## config.mk

```make
export PLATFORM = sky130hd
export DESIGN_NAME = ica_dca_ctrl
export DESIGN_NICKNAME = d
export VERILOG_FILES = /design/src/rtl/ica_dca_ctrl.sv
export SDC_FILE = /design/constraint.sdc
export NUM_CORES = 1
export LEC_CHECK = 0
export BUFFER_PORTS_ARGS = -buffer_cell sky130_fd_sc_hd__buf_2
export CAP_MARGIN = 20
export CORE_MARGIN = 2
export CORE_UTILIZATION = 51
export DETAILED_ROUTE_END_ITERATION = 10
export PLACE_DENSITY = 0.76
export REMOVE_ABC_BUFFERS = 1
export SYNTH_ARGS = -nofsm -noshare
export SYNTH_HDL_FRONTEND = slang
export SYNTH_SLANG_ARGS = --single-unit
```

## constraint.sdc

```tcl
create_clock -name clk -period 2 [get_ports clk]
set_clock_uncertainty 0.2 [all_clocks]
set_input_delay 0.3 -clock clk [delete_from_list [all_inputs] [get_ports clk]]
set_output_delay 0.3 -clock clk [all_outputs]
set_load 0.05 [all_outputs]
```

## src/rtl/ica_dca_ctrl.sv

```systemverilog
// ica_dca_ctrl: display-channel instruction sequencer (ICA).
// Fetches big-endian 32-bit control instructions from video RAM over a
// request/acknowledge read port, then decodes them into register writes,
// instruction-pointer jumps and video-start-register reloads.
// Each fetch half is a two-phase sequence: raise the strobe, then wait for
// the acknowledge. The idle phase guarantees at least one as=0 cycle
// between consecutive requests.
module ica_dca_ctrl #(
    parameter logic [21:0] ICA_START = 22'h000400
) (
    input  logic        clk,
    input  logic        reset,
    output logic [21:0] address,
    output logic        as,
    input  logic [15:0] din,
    input  logic        bus_ack,
    output logic [6:0]  register_adr,
    output logic [23:0] register_data,
    output logic        register_write,
    output logic        reload_vsr,
    output logic [21:0] vsr
);

    // Opcodes decoded from instr[31:28]; 1xxx is a register load.
    localparam logic [3:0] OP_STOP      = 4'b0000;
    localparam logic [3:0] OP_DCP       = 4'b0010;
    localparam logic [3:0] OP_DCP_STOP  = 4'b0011;
    localparam logic [3:0] OP_JUMP      = 4'b0100;
    localparam logic [3:0] OP_VSR_STOP  = 4'b0101;

    typedef enum logic [1:0] {
        FETCH_HI = 2'd0,
        FETCH_LO = 2'd1,
        EXEC     = 2'd2,
        HALT     = 2'd3
    } state_t;

    state_t      state_q;
    logic [21:0] ip_q;
    logic [21:0] address_q;
    logic        as_q;
    logic [15:0] instr_hi_q;
    logic [3:0]  op_q;
    logic [21:0] arg_q;
    logic [21:0] dcp_q;
    logic [6:0]  register_adr_q;
    logic [23:0] register_data_q;
    logic        register_write_q;
    logic        reload_vsr_q;
    logic [21:0] vsr_q;

    logic [31:0] instr_s;
    logic [21:0] ip_next_d;
    logic [21:0] ip_lo_addr_d;
    logic        unused_dcp_s;

    // Full instruction as seen in the cycle the low half is acknowledged.
    assign instr_s      = {instr_hi_q, din};
    // Sequential instruction pointer and low-half fetch address.
    assign ip_next_d    = ip_q + 22'd4;
    assign ip_lo_addr_d = ip_q + 22'd2;
    // The display-control pointer is kept for the display path but has
    // no consumer inside this block.
    assign unused_dcp_s = ^dcp_q;

    // Sequencer FSM: fetch handshake, decode, and all registered outputs.
    always_ff @(posedge clk or negedge reset) begin
        if (!reset) begin
            state_q          <= FETCH_HI;
            ip_q             <= {ICA_START[21:1], 1'b0};
            address_q        <= {ICA_START[21:1], 1'b0};
            as_q             <= 1'b0;
            instr_hi_q       <= 16'h0000;
            op_q             <= 4'h0;
            arg_q            <= 22'h000000;
            dcp_q            <= 22'h000000;
            register_adr_q   <= 7'h00;
            register_data_q  <= 24'h000000;
            register_write_q <= 1'b0;
            reload_vsr_q     <= 1'b0;
            vsr_q            <= 22'h000000;
        end else begin
            // Strobes are single-cycle; they only rise on entry to EXEC.
            register_write_q <= 1'b0;
            reload_vsr_q     <= 1'b0;
            case (state_q)
                FETCH_HI: begin
                    if (!as_q) begin
                        address_q <= ip_q;
                        as_q      <= 1'b1;
                    end else if (bus_ack) begin
                        instr_hi_q <= din;
                        as_q       <= 1'b0;
                        state_q    <= FETCH_LO;
                    end else begin
                        as_q <= 1'b1;
                    end
                end
                FETCH_LO: begin
                    if (!as_q) begin
                        address_q <= ip_lo_addr_d;
                        as_q      <= 1'b1;
                    end else if (bus_ack) begin
                        as_q    <= 1'b0;
                        op_q    <= instr_s[31:28];
                        arg_q   <= instr_s[21:0];
                        state_q <= EXEC;
                        // Outputs are registered here so the strobes are
                        // visible exactly during the EXEC cycle.
                        if (instr_s[31]) begin
                            register_write_q <= 1'b1;
                            register_adr_q   <= instr_s[30:24];
                            register_data_q  <= instr_s[23:0];
                        end else if (instr_s[31:28] == OP_VSR_STOP) begin
                            reload_vsr_q <= 1'b1;
                            vsr_q        <= {instr_s[21:1], 1'b0};
                        end else begin
                            reload_vsr_q <= 1'b0;
                        end
                    end else begin
                        as_q <= 1'b1;
                    end
                end
                EXEC: begin
                    as_q <= 1'b0;
                    case (op_q)
                        OP_STOP: begin
                            state_q <= HALT;
                        end
                        OP_DCP: begin
                            dcp_q   <= arg_q;
                            ip_q    <= ip_next_d;
                            state_q <= FETCH_HI;
                        end
                        OP_DCP_STOP: begin
                            dcp_q   <= arg_q;
                            state_q <= HALT;
                        end
                        OP_JUMP: begin
                            ip_q    <= {arg_q[21:1], 1'b0};
                            state_q <= FETCH_HI;
                        end
                        OP_VSR_STOP: begin
                            state_q <= HALT;
                        end
                        default: begin
                            // Register load, NOP, interrupt, display
                            // parameters and unlisted codes all continue.
                            ip_q    <= ip_next_d;
                            state_q <= FETCH_HI;
                        end
                    endcase
                end
                HALT: begin
                    as_q    <= 1'b0;
                    state_q <= HALT;
                end
                default: begin
                    as_q    <= 1'b0;
                    state_q <= HALT;
                end
            endcase
        end
    end

    assign address        = address_q;
    assign as             = as_q;
    assign register_adr   = register_adr_q;
    assign register_data  = register_data_q;
    assign register_write = register_write_q;
    assign reload_vsr     = reload_vsr_q;
    assign vsr            = vsr_q;

endmodule

```

==> flow_summary.json, run 1 <==
{
  "status": "finished, final reports clean",
  "antenna-diode-count": 0,
  "synth_enable_flop_cells": 0,
  "area_growth_pct": 29.1,
  "slew_viol_final": 0,
  "cap_violations": 0,
  "via_per_inst": 5.42,
  "p_total_mw": 15.0,
  "p_per_area_nw_per_um2": 1880,
  "pre_cts_slack_ns": 0.0832,
  "synthFlopType": "dfrtp_1",
  "die_area_um2": 13000,
  "port_buffers": 94,
  "ioPinCount": 97,
  "slowest_stage": "dfrtp_1",
  "cp_num_buf_inv": 1,
  "fp-row-count": 40,
  "vdd_drop_max_mv": 1.18,
  "yosys.cell_types.count": 54,
  "vias": 4701,
  "hold_viol_final": 0,
  "num-nets-final": 728,
  "clock_sinks": 140,
  "cp-end-kind": "register",
  "clock-root-buffer": "clkbuf_16",
  "finalSetupViolations": 0,
  "synth_warnings": 0,
  "met2_usage_pct": 36.5,
  "groute.usage.overall_pct": 23.3,
  "finalInstanceArea_um2": 7980,
  "clockBufferDepth": 2,
  "layout_setup_ws_ns": 0.0575,
  "grt_pass1_wl_um": 23400,
  "clock_latency_ns": 0.43,
  "cts_htree_levels": 4,
  "ys_seq_area_share_pct": 56.7,
  "drive_gt1_share_pct": 37.1,
  "cp_top_family": "simple AND/OR/NAND/NOR gates",
  "grt_pass1_vias": 4684,
  "placed_area_um2": 7100,
  "utilization_pct": 67.0,
  "ff2ff_setup_slack_ns": 0.06,
  "grt_max_degree": 48,
  "syn-cell-area_um2": 6180,
  "use_met1_pct": 32.1,
  "start_util_pct": 51.9,
  "die_h_um": 114,
  "ant_nets": 0,
  "worst_setup_path_start_kind": "register",
  "synthArstFlopShare_pct": 100,
  "fmax_mhz": 515,
  "detail_route.wl_per_cell_um": 16.5,
  "synth-seq-cells": 140,
  "drtIter0Drc": 266,
  "clkTransAtPathRegs_ns": 0.06,
  "critical_path_class": "register to register",
  "wirelength_um": 14300,
  "top_usage_layer": "met2",
  "critical_path.max_fanout": 6,
  "antenna_found_initial": 0,
  "grt-ovfl-total": 0,
  "tritoncts": "built",
  "arrival_ns": 2.02,
  "die_x_um": 114,
  "drc": 0,
  "drt_pass1_iterations": 4,
  "crit_required_ns": 2.08,
  "hold_class": "input port to async pin",
  "dp_hpwl_um": 9830,
  "core_um2": 11900,
  "numCtsBuffers": 17,
  "avgSynthCellArea_um2": 10.9,
  "routabilityCongestion": 0.904,
  "crit_chain": "nand4_2 -> nor4_1 -> buf_4 -> o21ai_0 -> nand2_1 -> o21ai_0",
  "syn_inst": 565,
  "use_met3_pct": 5.77,
  "period_minus_slack_ns": 1.94,
  "rsz0062_at_grt": "yes",
  "slowest_delay_ns": 0.45,
  "cp_common_cell": "o21ai_0",
  "final.period_utilization_pct": 97.1,
  "num-fill-cells": 921,
  "total_leakage_power_nw": 3.86
}
cells in the mapped netlist (2+ instances only):
cell	count	share of area [%]
and2_0	2	0.20
inv_1	4	0.24
dfrtp_1	138	56
mux2_1	2	0.36
buf_2	15	1.2
ha_1	2	0.40
o21ai_0	21	1.7
nand4_1	7	0.71
a21oi_1	47	3.8
and3_1	2	0.20
nand2_1	99	6.0
a32oi_1	2	0.28
nor2_1	45	2.7
clkbuf_1	15	0.91
dfstp_2	2	0.85
nand3_1	14	1.1
xor2_1	13	1.8
o21a_1	2	0.24
a22oi_1	4	0.49
xnor2_1	7	0.99
buf_4	7	0.85
and3_2	2	0.24
nor4_1	4	0.40
nor3_1	4	0.32
a31oi_1	2	0.20
a2bb2oi_1	2	0.28
nand2b_1	2	0.20
mux2_2	67	12
o22ai_1	5	0.51
nand4_2	3	0.61
timing repair:
item | in CTS | in global routing
endpoints found under the setup margin | 0 | 13
hold buffers | 18 | 0
resized for setup | 0 | 11
buffers inserted | 0 | 1
hold endpoints to repair | 202 | 0
report_power, final:
group,switching [mW],internal (mW)
Clock,1.14,2.21
Sequential,0.951,4.12
Combinational,4.43,2.11
cell families after synthesis:
family	Yosys count	share of synthesized area [%]
simple gates	199	15.4
flops	140	56.7
compound gates	92	8.61
mux	70	12.7
buf+inv	41	3.22
xor+xnor	20	2.84
fa+ha+maj	2	0.405
other cells	1	0.0607
layout make-up:
| cell class | instances | area, µm² | area share (%) |
|---|---|---|---|
| inverter | 4 | 15.0 | 0.188 |
| clock buffer | 22 | 484 | 6.07 |
| multi-input combinational | 385 | 2530 | 31.7 |
| tap | 147 | 184 | 2.31 |
| timing repair buffer | 159 | 1100 | 13.8 |
| clock inverter | 10 | 161 | 2.02 |
| sequential | 140 | 3510 | 44.0 |
worst paths after layout:
path	depth (start not counted)	startpoint	end
setup / recovery	6	ip_q[13]	ip_q[15]
hold / removal	2	reset	instr_hi_q[9]
setup reg to reg	6	ip_q[13]	ip_q[15]
hold reg to reg	2	arg_q[21]	arg_q[21]
max in group asynchronous	3	reset	vsr[13]
min in group clk	2	arg_q[21]	arg_q[21]
registers in the layout, indices dropped and copies added, names as in the netlist:
signal,cells
register_data,24
address,21
arg_q,21
ip_q,21
vsr,21
instr_hi_q,16
register_adr,7
op_q,4
state_q,2
as,1
register_write,1
reload_vsr,1
cell usage in the layout (no fill, tap or decap), types with 5 or more instances in the layout:
master	netlist	final
mux2_2	67	67
xnor2_1	7	7
clkbuf_16	0	17
dlygate4sd3_1	0	18
nand4_1	7	7
nand2_1	99	98
buf_12	0	7
a21oi_1	47	47
o21ai_0	21	19
nor2_1	45	44
buf_2	15	93
o22ai_1	5	5
buf_4	7	40
nand3_1	14	14
xor2_1	13	13
dfrtp_1	138	136
metal layers:
metal	share of wire, %	vias to the layer above
li1	-	2242
met1	45	2308
met2	49	136
met3	5.5	15
met4	1.3	0
met5	0	-
through the flow:
stage | TNS [ns] | hold WS (ns) | cells
6_report | 0 | 0.0844 | 867
5_1_grt | -0.0105 | 0.107 | 867
4_1_cts | 0 | 0.0766 | 866
3_5_place_dp | 0 | -0.0384 | 816
3_3_place_gp | 0 | -0.0425 | 816
2_1_floorplan | -86.41 | -0.196 | 529
Note: power is estimated with default switching activity, not from simulation.
==> run 2: changes to the inputs <==
SETUP_SLACK_MARGIN = 0.2   (was not set)
==> flow_summary.json, run 2 (synthesis gave the netlist of run 1 again) <==
{
  "grt-ovfl-total": 0,
  "wirelength_um": 14600,
  "antenna_found_initial": 0,
  "clock_sinks": 140,
  "tritoncts": "built",
  "largest_reg_flops": 24,
  "hold_viol_final": 0,
  "fp-row-count": 40,
  "pre_cts_slack_ns": 0.0832,
  "grt_pass1_wl_um": 23500,
  "cp_common_cell": "a21oi_1",
  "critical_path.max_fanout": 30,
  "dp.cells": 816,
  "detail_route.wl_per_cell_um": 16.7,
  "via_per_inst": 5.45,
  "crit_required_ns": 2.13,
  "die_h_um": 114,
  "p_per_area_nw_per_um2": 1850,
  "total_leakage_power_nw": 3.96,
  "status": "finished, final reports clean",
  "cap_violations": 0,
  "grt_pass1_vias": 4728,
  "clkTransAtPathRegs_ns": 0.06,
  "vdd_drop_max_mv": 1.19,
  "ant_nets": 0,
  "start_util_pct": 51.9,
  "cp_num_buf_inv": 1,
  "drtIter0Drc": 229,
  "mostFrequentLayoutCells": "dfrtp_1, nand2_1, buf_2, mux2_2, a21oi_1",
  "cts_htree_levels": 4,
  "reg2reg_depth": 5,
  "drt_pass1_iterations": 4,
  "placed_area_um2": 7100,
  "die_x_um": 114,
  "instances_no_fill": 876,
  "clock-root-buffer": "clkbuf_16",
  "die_area_um2": 13000,
  "cp.depth": 5,
  "vias": 4776,
  "rsz0062_at_grt": "yes",
  "groute.usage.overall_pct": 23.4,
  "num-nets-final": 737,
  "slowest_stage": "or4b_4",
  "cp-end-kind": "register",
  "timing.rr.end": "ip_q[7]",
  "slowest_delay_ns": 0.56,
  "cp_top_family": "simple AND/OR/NAND/NOR gates",
  "dp_hpwl_um": 9830,
  "arrival_ns": 2.01,
  "numCtsBuffers": 17,
  "hold_class": "input port to async pin",
  "crit_start": "op_q[1]",
  "port_buffers": 94,
  "ioPinCount": 97,
  "layout_setup_ws_ns": 0.125,
  "fmax_mhz": 533,
  "worst_setup_path_start_kind": "register",
  "critical_path_class": "register to register",
  "clockBufferDepth": 2,
  "area_growth_pct": 34.0,
  "ff2ff_setup_slack_ns": 0.12,
  "final.period_utilization_pct": 93.8,
  "routabilityCongestion": 0.904,
  "finalSetupViolations": 0,
  "crit_chain": "or4b_4 -> buf_12 -> o21ai_0 -> a21oi_1 -> a21oi_1",
  "period_minus_slack_ns": 1.88,
  "rr_startpoint": "op_q[1]",
  "mostFrequentLayoutCell": "dfrtp_1",
  "antenna-diode-count": 0,
  "core_um2": 11900,
  "crit_end": "ip_q[7]",
  "clock_latency_ns": 0.42,
  "drive_gt1_share_pct": 41.7,
  "grt_max_degree": 48,
  "final.setup.tns_ns": 0,
  "num-fill-cells": 895,
  "drc": 0,
  "slew_viol_final": 0,
  "finalInstanceArea_um2": 8280
}
==> run 2: changes by cell type in the layout (fill, tap and decap cells not counted), moves of 3 or more <==
cell | previous run | this run
and3_4 | 0 | 3
a21oi_1 | 47 | 44
dfrtp_1 | 136 | 128
o21ai_0 | 19 | 16
buf_6 | 1 | 8
dfrtp_2 | 2 | 10
==> run 2: per-stage QoR <==
| stage | hold WS [ns] | power, mW | util, % |
|---|---|---|---|
| after global routing | 0.107 | 16.1 | 69.5 |
| after floorplan | -0.196 | 9.49 | - |
| after detailed placement | -0.0384 | 11.5 | 59.6 |
| after global placement | -0.0425 | 11.3 | 59.6 |
| after CTS | 0.0766 | 15.1 | 67.5 |
| final | 0.0908 | 15.3 | 69.5 |
==> run 2: final cells by class <==
class / count / area (µm²) / area share, %
clock buffer: 22 / 484 / 5.85
clock inverter: 10 / 161 / 1.95
inverter: 4 / 15.0 / 0.181
multi-input combinational: 385 / 2680 / 32.3
sequential: 140 / 3520 / 42.5
tap: 147 / 184 / 2.22
timing repair buffer: 168 / 1240 / 14.9
==> run 2: routing by layer <==
layer	GRT usage (%)	wire [µm]
met1	32.1	6680
met2	36.7	7020
met3	5.82	631
met4	8.05	285
met5	0	0
==> run 2: repair_timing <==
item / 4_1_cts / 5_1_grt
setup buffers: 3 / 5
cloned: 1 / 1
resized for setup: 17 / 49
pin swaps: 5 / 13
endpoints found under the hold margin: 202 / 0
setup endpoints to repair: 47 / 51
hold buffers: 18 / 0
==> run 2: worst min-delay path by stage <==
stage	slack [ns]	end	cells past startpoint
final	0.09	register_adr[1]	2
after detailed placement	-0.04	address[8]	1
after CTS	0.08	register_adr[1]	2
after global placement	-0.04	address[8]	1
after global routing	0.11	instr_hi_q[10]	2
after floorplan	-0.20	address[11]	0
==> run 2: power breakdown <==
part	internal, mW	total (mW)	switching, mW
clock	2.22	3.36	1.15
sequential	4.13	5.15	1.01
combinational	2.30	6.81	4.51
==> run 3: changes to the inputs <==
HOLD_SLACK_MARGIN = 0.15   (was not set)
==> flow_summary.json, run 3 (synthesis gave the netlist of run 1 again) <==
{
  "worst_setup_path_start_kind": "register",
  "clkTransAtPathRegs_ns": 0.06,
  "pre_cts_slack_ns": 0.0832,
  "die_h_um": 114,
  "layout_setup_ws_ns": 0.129,
  "area_growth_pct": 34.2,
  "drtIter0Drc": 272,
  "cap_violations": 0,
  "reg2reg_depth": 5,
  "clock-root-buffer": "clkbuf_16",
  "critical_path.max_fanout": 30,
  "antenna-diode-count": 0,
  "routabilityCongestion": 0.904,
  "period_minus_slack_ns": 1.87,
  "final.period_utilization_pct": 93.5,
  "crit_chain": "or4b_4 -> buf_12 -> o21ai_0 -> a21oi_1 -> a21oi_1",
  "regArea_um2": 3520,
  "crit_required_ns": 2.14,
  "cp_num_buf_inv": 1,
  "mostFrequentLayoutCells": "dfrtp_1, nand2_1, buf_2, mux2_2, a21oi_1",
  "finalSetupViolations": 0,
  "slowest_stage": "or4b_4",
  "hold_class": "input port to register",
  "total_leakage_power_nw": 3.96,
  "cts_htree_levels": 4,
  "fp-row-count": 40,
  "cp_top_family": "simple AND/OR/NAND/NOR gates",
  "numCtsBuffers": 17,
  "groute.usage.overall_pct": 23.4,
  "whs_path_depth": 4,
  "num-fill-cells": 895,
  "clock_latency_ns": 0.42,
  "grt_pass1_vias": 4729,
  "wirelength_um": 14600,
  "fmax_mhz": 535,
  "final.setup.tns_ns": 0,
  "clockBufferDepth": 2,
  "slew_viol_final": 0,
  "ant_nets": 0,
  "hold_viol_final": 0,
  "drt_pass1_iterations": 4,
  "port_buffers": 94,
  "critical_path_class": "register to register",
  "grt_pass1_wl_um": 23500,
  "rsz0062_at_grt": "yes",
  "mostFrequentLayoutCell": "dfrtp_1",
  "largest_reg_flops": 24,
  "met2_usage_pct": 36.7,
  "cp.depth": 5,
  "die_x_um": 114,
  "p_per_area_nw_per_um2": 1850,
  "grt_max_degree": 48,
  "die_area_um2": 13000,
  "p_total_mw": 15.3,
  "vias": 4754,
  "detail_route.wl_per_cell_um": 16.7,
  "grt-ovfl-total": 0,
  "clock_sinks": 140,
  "use_met3_pct": 5.82,
  "slowest_delay_ns": 0.56,
  "start_util_pct": 51.9,
  "multiInputGateArea_um2": 2680,
  "arrival_ns": 2.01,
  "status": "finished, final reports clean",
  "drc": 0,
  "dp_hpwl_um": 9830,
  "cp_common_cell": "a21oi_1",
  "antenna_found_initial": 0,
  "num-nets-final": 738,
  "ioPinCount": 97,
  "tritoncts": "built",
  "drive_gt1_share_pct": 41.6,
  "use_met1_pct": 32.1,
  "vdd_drop_max_mv": 1.19,
  "core_um2": 11900,
  "cp-end-kind": "register",
  "via_per_inst": 5.42,
  "dp.cells": 816,
  "top_usage_layer": "met2",
  "instances_no_fill": 877
}
-- run 3: metrics by stage --
stage	hold slack [ns]	util (%)	instance area, µm²
CTS	0.168	67.6	8050
detailed placement	-0.0384	59.6	7100
global route	0.208	69.6	8290
finish	0.190	69.6	8290
floorplan	-0.196	-	6000
global placement	-0.0425	59.6	7100
-- run 3: cell type report --
type	count	share of cell area, %
Inverter	4	0.181
Sequential cell	140	42.4
Clock inverter	10	1.95
Tap cell	147	2.22
Timing Repair Buffer	169	15.1
Clock buffer	22	5.84
Multi-Input combinational cell	385	32.3
-- run 3: routing by layer --
layer,routed length (µm),share of wire (%),vias to the layer above
li1,-,-,2257
met1,6700,46,2356
met2,7040,48,118
met3,647,4.4,23
met4,254,1.7,0
met5,0,0,-
-- run 3: worst paths after layout --
| path | slack, ns | startpoint | endpoint |
|---|---|---|---|
| hold reg to reg | 0.28 | arg_q[15] | arg_q[15] |
| setup / recovery | 0.13 | op_q[1] | ip_q[7] |
| hold / removal | 0.19 | bus_ack | state_q[1] |
| setup reg to reg | 0.13 | op_q[1] | ip_q[7] |
| min in group asynchronous | 0.63 | reset | register_adr[1] |
| max in group asynchronous | 0.44 | reset | vsr[2] |
-- run 3: power breakdown --
part | switching (mW) | internal, mW | leakage (nW)
combinational | 4.51 | 2.30 | 1.92
sequential | 1.01 | 4.13 | 1.73
clock | 1.15 | 2.22 | 0.308
-- run 3: worst reg2reg max path: stages, from the launching register on --
cell     delay (ns)
dfrtp_2        0.47
or4b_4         0.56
buf_12         0.19
o21ai_0        0.12
a21oi_1        0.12
a21oi_1        0.14
-- run 3: repair_timing --
| item | 4_1_cts | 5_1_grt |
|---|---|---|
| cloned | 1 | 1 |
| endpoints found under the setup margin | 47 | 73 |
| hold buffers | 19 | 0 |
| pin swaps | 5 | 13 |
| buffers inserted | 3 | 5 |
| hold endpoints to repair | 204 | 0 |
| resized for setup | 17 | 50 |
